### src/rtl/alu_arbiter.sv
// Round-robin arbiter sharing one registered ALU between two requesters.
// Each grant runs one op through the ALU and returns it on a response handshake.
module alu_arbiter #(
    parameter int ALU_LAT = 1,
    parameter int W       = 32
) (
    input  logic         clk,
    input  logic         reset,
    input  logic         req0_valid,
    output logic         req0_ready,
    input  logic [5:0]   req0_opsel,
    input  logic [W-1:0] req0_a,
    input  logic [W-1:0] req0_b,
    input  logic         req1_valid,
    output logic         req1_ready,
    input  logic [5:0]   req1_opsel,
    input  logic [W-1:0] req1_a,
    input  logic [W-1:0] req1_b,
    output logic         rsp0_valid,
    input  logic         rsp0_ready,
    output logic         rsp1_valid,
    input  logic         rsp1_ready,
    output logic [W-1:0] rsp_data,
    output logic [5:0]   alu_opsel,
    output logic [W-1:0] alu_a,
    output logic [W-1:0] alu_b,
    input  logic [W-1:0] alu_out,
    output logic         busy,
    output logic [15:0]  op_count
);

    typedef enum logic [1:0] {
        IDLE = 2'd0,
        EXEC = 2'd1,
        RESP = 2'd2
    } state_t;

    localparam logic [3:0] LAT = 4'(ALU_LAT);

    state_t     state;
    logic       ptr;
    logic       owner;
    logic [3:0] cnt;

    logic gnt_id;
    logic acc0;
    logic acc1;
    logic rsp_hs;

    // With both valid the pointer decides; otherwise the lone valid wins.
    always_comb begin
        gnt_id     = (req0_valid && req1_valid) ? ptr : req1_valid;
        req0_ready = (state == IDLE) && req0_valid && !gnt_id;
        req1_ready = (state == IDLE) && req1_valid && gnt_id;
        acc0       = req0_valid && req0_ready;
        acc1       = req1_valid && req1_ready;
        rsp_hs     = (state == RESP) && (owner ? rsp1_ready : rsp0_ready);
    end

    always_ff @(posedge clk or posedge reset) begin
        if (reset) begin
            state      <= IDLE;
            ptr        <= 1'b0;
            owner      <= 1'b0;
            cnt        <= 4'd0;
            busy       <= 1'b0;
            rsp0_valid <= 1'b0;
            rsp1_valid <= 1'b0;
            rsp_data   <= '0;
            alu_opsel  <= 6'd0;
            alu_a      <= '0;
            alu_b      <= '0;
            op_count   <= 16'd0;
        end else begin
            unique case (state)
                IDLE: begin
                    if (acc0 || acc1) begin
                        alu_opsel <= acc1 ? req1_opsel : req0_opsel;
                        alu_a     <= acc1 ? req1_a : req0_a;
                        alu_b     <= acc1 ? req1_b : req0_b;
                        owner     <= acc1;
                        ptr       <= ~acc1;
                        cnt       <= LAT;
                        busy      <= 1'b1;
                        state     <= EXEC;
                    end
                end
                EXEC: begin
                    if (cnt == 4'd0) begin
                        rsp_data   <= alu_out;
                        rsp0_valid <= !owner;
                        rsp1_valid <= owner;
                        state      <= RESP;
                    end else begin
                        cnt <= cnt - 4'd1;
                    end
                end
                RESP: begin
                    if (rsp_hs) begin
                        rsp0_valid <= 1'b0;
                        rsp1_valid <= 1'b0;
                        busy       <= 1'b0;
                        op_count   <= op_count + 16'd1;
                        state      <= IDLE;
                    end
                end
                default: state <= IDLE;
            endcase
        end
    end

endmodule

### config.mk
export PLATFORM = sky130hd
export DESIGN_NAME = alu_arbiter
export DESIGN_NICKNAME = d
export VERILOG_FILES = /design/src/rtl/alu_arbiter.sv
export SDC_FILE = /design/constraint.sdc
export NUM_CORES = 1
export LEC_CHECK = 0
export ABC_AREA = 1
export CORE_ASPECT_RATIO = 0.7
export CORE_UTILIZATION = 36
export CTS_CLUSTER_SIZE = 10
export DETAILED_ROUTE_END_ITERATION = 12
export PLACE_DENSITY = 0.9
export SYNTH_ARGS = -nofsm -noshare
export SYNTH_HDL_FRONTEND = slang
export SYNTH_SLANG_ARGS = --single-unit
### constraint.sdc
create_clock -name clk -period 3.85 [get_ports clk]
set_input_delay 0.385 -clock clk [delete_from_list [all_inputs] [get_ports clk]]
set_output_delay 0.385 -clock clk [all_outputs]
set_load 0.01 [all_outputs]
Word-level counts from Yosys, hierarchy flattened
Cells that the tools add are included.
{ "classes": {"addsub": 2, "n_eq_ne": 6, "muxes": 19, "bitwise_logic": 1, "n_reduce_logical": 23} }
{ "op_table": {"columns": ["op", "n"], "rows": [
  ["32-bit 2-to-1 mux", 2],
  ["16-bit by 1-bit adder with 16-bit output (second input constant)", 1],
  ["3-bit AND reduction", 4],
  ["1-bit logical AND", 8],
  ["4-bit 2-to-1 mux", 2],
  ["4-bit case mux with 2 select lines", 1],
  ["1-bit 2-to-1 mux", 6],
  ["2-bit 2-to-1 mux", 3],
  ["6-bit 2-to-1 mux", 1],
  ["2-bit inequality test (second input constant)", 3],
  ["1-bit case mux with 2 select lines", 3],
  ["2-bit case mux with 3 select lines", 1],
  ["2-bit AND reduction", 3],
  ["2-bit nonzero test", 3],
  ["4-bit zero test", 1],
  ["4-bit by 1-bit subtractor with 4-bit output (second input constant)", 1],
  ["2-bit by 1-bit == test with 1-bit output (second input constant)", 1],
  ["2-bit == test (second input constant)", 1],
  ["1-bit zero test", 2],
  ["2-bit zero test", 1],
  ["2-bit by 1-bit inequality test with 1-bit output (second input constant)", 1],
  ["1-bit logical OR", 1],
  ["1-bit inverter", 1]
]} }
{ "word_totals": {"regBits": 129, "output_inout_bits": 123} }

Longest topological paths before layout
{ "logic_depth": {"ltp_word": 8, "ltp_mapped": 8, "depth_no_buf": 8} }

Worst setup path before layout
Ideal clock, no wire load.
{ "synth_timing": {"path_kind": "reg-to-output", "startpoint": "register state[0]", "endpoint": "output req0_ready", "t_arrival_ns": 1.036, "path_slack_ns": 2.429, "stages_incl_launch_ff": 5, "n_path_buf": 1, "path_cell_list": "dfrtp_1 -> nor2_1 -> nand2_1 -> nor2_4 -> buf_2"} }
{ "synth_via": {"elab_chain_len": 3} }
{ "synth_lines": {"columns": ["element", "line_no", "source"], "rows": [
  ["from (decl)", "40", "state_t state;"],
  ["from (signal assigned)", "62", "state <= IDLE;"],
  ["from (signal assigned)", "85", "state <= EXEC;"],
  ["from (signal assigned)", "93", "state <= RESP;"],
  ["2-bit zero test", "53", "req0_ready = (state == IDLE) && req0_valid && !gnt_id;"],
  ["1-bit logical AND (2 in series)", "53", null],
  ["to (decl)", "10", "output logic req0_ready,"]
]} }
No other way between the ends.

Worst setup path after layout
{ "layout_timing": {"startpoint": "register state[0]", "endpoint": "output req1_ready"} }
{ "layout_via": {"elab_chain_len": 3} }
{ "layout_lines": {"columns": ["element", "line_no", "source"], "rows": [
  ["2-bit zero test", "54", "req1_ready = (state == IDLE) && req1_valid && gnt_id;"],
  ["1-bit logical AND (2 in series)", "54", null],
  ["to (decl)", "15", "output logic req1_ready,"]
]} }
No other way between the ends.

==> out/qor_table.md <==
| Stage | Item | This run |
| --- | --- | --- |
| place | Number of buffers added on ports | 300 |
| cts | Post-CTS sizing | 0 |
| detailed routing | Initial drt markers | 250 |
| timing | Unrepaired setup endpoints after global routing | no |
| cells and area | Fraction of layout instances using a drive strength above 1 | 0.0472 |
| detailed routing | Via density | 4.68 |
| logic synthesis | Fraction of the mapped netlist area in compound gates | 0.0422 |
| logic synthesis | FF+latch count, synth | 129 |
| floorplan | Area of the core region | 0.0150 mm² |
| detailed routing | DR vias | 5,565 |
| grt | Combined global-route utilization of all metal layers | 0.216 |
| worst setup path | Critical Setup Path Class | reg -> out |
| floorplan | Total I/O pin count | 301 |
| logic synthesis | Multiplexer fraction of the synthesized cell area | 0 |
| worst setup path | Kind of launch point of the worst setup path | register |
| floorplan | Height of the die | 107 µm |
| cts | Number of clock buffers inserted by TritonCTS | 17 |
| cts | CTS tree | yes |
| grt | First-pass GRT wire length | 27,100 µm |
| place | Gpl congestion | 0.847 |
| cells and area | Net count of the finished layout | 1,163 |
| worst setup path | RR Startpoint | cnt[0]$_DFFE_PP0P_ |
| logic synthesis | Share of the synthesized area in the top cell type | 0.573 |
| worst setup path | Arrival time of the worst setup path | 1920 ps |
| timing | Relative slew margins | 0.281 |
| logic synthesis | Main combinational cell family by area after synthesis | simple AND/OR/NAND/NOR gates |
| timing | Final count of pins violating max slew | 0 |
| worst setup path | Worst Setup End Kind | output port |
| timing | Fmax | 0.434 GHz |
| detailed routing | DR DRC count | 0 |
| timing | Clock Skews | 16.6 ps |
| cts | Hold buffers post-CTS | 0 |
| timing | Number of failing setup endpoints in the final timing report | 0 |
| detailed routing | Avg WL per Cell | 14.6 µm |
| grt | Largest net degree at the start of global routing | 72 |
| logic synthesis | Dominant cells by area after synthesis | sky130_fd_sc_hd__dfrtp_1 (57%), sky130_fd_sc_hd__nand2_1 (20%), sky130_fd_sc_hd__nand3_1 (7.2%) |
| timing | Slew at the pin with the worst max-slew slack | 1080 ps |
| cells and area | Post-Layout Cell Count | 1,190 |
| worst setup path | Buffers and inverters on the worst path | 2 |
| cells and area | Commonest cells after routing, fill and taps aside | sky130_fd_sc_hd__clkdlybuf4s50_1 (300), sky130_fd_sc_hd__nand2_1 (298), sky130_fd_sc_hd__dfrtp_1 (129) |
| worst setup path | Dominant delay contributor by cell family on the critical path | buffers and inverters |
| cts | Number of levels in the clock H-tree | 4 |
| logic synthesis | Cells after synthesis | 685 |
| grt | Congestion Overflow GR | 0 |
| cts | CTS root buffer | sky130_fd_sc_hd__clkbuf_16 |
| worst setup path | Crit path largest cell delay | 650 ps |
| floorplan | Number of cell rows | 37 |
| power | Total power density per cell area | 736 mW/mm² |
| logic synthesis | Xor-xnor portion of the synthesized cell area | 0.0124 |
| detailed routing | Number of nets with antenna violations after routing | 0 |
| floorplan | Effective utilization at floorplan | 0.375 |
| place | Post-DP HPWL | 12,800 µm |
| worst setup path | Start point of the critical path | state[0]$_DFFE_PP0P_ |
| flow run | Number of max-capacitance violations reported | 0 |
| cells and area | Multi-input logic area | 0.00204 mm² |
| worst setup path | Critical path data required time | 3460 ps |
| cts | Clock Pin Slew Worst Setup and Hold Paths | 60 ps |
| power | Static Leak | 4.33 nW |
| cts | Skew-Pair Late Insertion Delay | 410 ps |
| logic synthesis | Post-synthesis adder-cell area fraction | 0.00667 |
| timing | Final cycle utilization of the critical path | 0.599 |
| cells and area | Register Area | 0.00323 mm² |
| logic synthesis | Library cells used by synthesis | 22 |
| run status | Outcome | finished clean |
| timing | Hold Violations, Final | 0 |
| grt | Initial antenna violation count | 0 |
| worst setup path | Critical-path maximum fanout | 4 |
| detailed routing | Drt total wl | 17,400 µm |
| cts | Post-CTS repair timing setup buffer count | 0 |
| cells and area | Layout Utilization | 0.627 |
| cts | Sink count of the clock tree | 129 |
| logic synthesis | Post-synthesis simple-gate area fraction | 0.302 |
| logic synthesis | Synthesized net count | 866 |
| worst setup path | Crit-path cells | nor2_1 > nand3_2 > inv_2 > clkdlybuf4s50_1 |
| logic synthesis | Area leader, netlist | sky130_fd_sc_hd__dfrtp_1 |
| logic synthesis | Average cell area after synthesis | 8.22 µm² |
| timing | Aggregate negative setup slack | 0 ps |
| cells and area | Number of diodes added for antenna fixing | 0 |
| hold path | Worst hold path class | in -> async |
| timing | Minimum clock period after layout | 2300 ps |
| worst setup path | Slowest stage cell on the critical path | sky130_fd_sc_hd__clkdlybuf4s50_1 |
| logic synthesis | Area of the mapped netlist | 0.00563 mm² |
| floorplan | Area enclosed by the die boundary | 0.0162 mm² |
| cells and area | Count of fill cells added during filler insertion | 1,205 |
| logic synthesis | Register area share after synthesis | 0.573 |
| cts | Max Root-Sink Buffers | 2 |
| detailed routing | Drt pass-1 iters | 5 |
| place | Placed insts | 1,158 |
| cells and area | Area Growth Syn to Fin | 66.9% |
| floorplan | Width of the die | 151 µm |
| grt | Via count of the first global-routing pass | 5,498 |
| logic synthesis | Syn. warnings | 0 |
| power | Max IR drop VDD | 342 µV |
| cells and area | Leading cell type in the layout, fill and taps excluded | sky130_fd_sc_hd__clkdlybuf4s50_1 |
[per-layer routing]
| metal | global-route usage | vias up | routed length (µm) |
|---|---|---|---|
| li1 | - | 2735 | - |
| met1 | 0.257 | 2604 | 7110 |
| met2 | 0.371 | 207 | 8590 |
| met3 | 0.0728 | 19 | 1490 |
| met4 | 0.0579 | 0 | 244 |
| met5 | 0 | - | 0 |
[final cells by class]
| class | instances | area share |
|---|---|---|
| clock buffers | 17 | 0.0453 |
| clock inverters | 15 | 0.0186 |
| inverters | 58 | 0.0234 |
| multi-input cells | 470 | 0.218 |
| flip-flops and latches | 129 | 0.343 |
| well taps | 195 | 0.0260 |
| repair buffers | 306 | 0.326 |
[path summary, 6_finish.rpt]
path / end / slack [ps] / depth (start not counted)
max: req1_ready / 1550 / 4
min: alu_a[27]$_DFFE_PP0P_ / 480 / 2
max reg2reg: rsp_data[7]$_DFFE_PP0P_ / 1620 / 4
min reg2reg: cnt[3]$_DFFE_PP0P_ / 480 / 1
max in group asynchronous: rsp_data[27]$_DFFE_PP0P_ / 2540 / 3
min in group clk: cnt[3]$_DFFE_PP0P_ / 480 / 1
[worst register-to-register path, delay by kind of cell (launching register included)]
kind	cells	cell delay (ps)
simple gates	1	820
compound gates	1	570
flops	1	370
buf+inv	1	130
fa+ha+maj	1	210
[cells in the mapped netlist]
master	number
sky130_fd_sc_hd__o21ai_0	42
sky130_fd_sc_hd__o31ai_1	1
sky130_fd_sc_hd__dfrtp_1	129
sky130_fd_sc_hd__nand4_1	4
sky130_fd_sc_hd__buf_2	22
sky130_fd_sc_hd__inv_1	56
sky130_fd_sc_hd__nand3_1	81
sky130_fd_sc_hd__nor3_1	1
sky130_fd_sc_hd__nor2_4	2
sky130_fd_sc_hd__xnor2_1	2
sky130_fd_sc_hd__nor2_1	20
sky130_fd_sc_hd__nand2_2	1
sky130_fd_sc_hd__nand3_2	2
sky130_fd_sc_hd__ha_1	3
sky130_fd_sc_hd__nand3b_1	2
sky130_fd_sc_hd__nand2_1	298
sky130_fd_sc_hd__clkbuf_1	5
sky130_fd_sc_hd__a21oi_1	4
sky130_fd_sc_hd__inv_2	2
sky130_fd_sc_hd__buf_6	1
sky130_fd_sc_hd__or2_2	1
sky130_fd_sc_hd__xor2_1	6
[through the flow]
stage / total power, W / hold WS, ps / cell area, µm² / setup slack [ps]
floorplan: 0.00363 / 434 / 5630 / 24.0
CTS: 0.00700 / 474 / 9400 / 1520
finish: 0.00691 / 475 / 9400 / 1550
global placement: 0.00521 / 457 / 8800 / 1450
detailed placement: 0.00533 / 465 / 8800 / 1380
global route: 0.00738 / 502 / 9400 / 1230
[state kept, by name, summed over array words and instances, names as in the netlist, 2 cells and up]
signal and cells:
alu_a 32, alu_b 32, alu_opsel 6, cnt 4
op_count 16, rsp_data 32, state 2
[cell families after synthesis]
| logic type | count (synthesis) |
|---|---|
| compound gates | 47 |
| xor+xnor | 8 |
| buf+inv | 86 |
| simple gates | 412 |
| fa+ha+maj | 3 |
| flops | 129 |
[where the power goes]
group	internal [W]	switching [W]	leakage, nW	total, W
sequential	0.00196	0.000365	1.61	0.00233
clock	0.000976	0.000662	0.285	0.00164
combinational	0.00152	0.00143	2.44	0.00295
No activity file was read; power rests on OpenSTA's default activity.
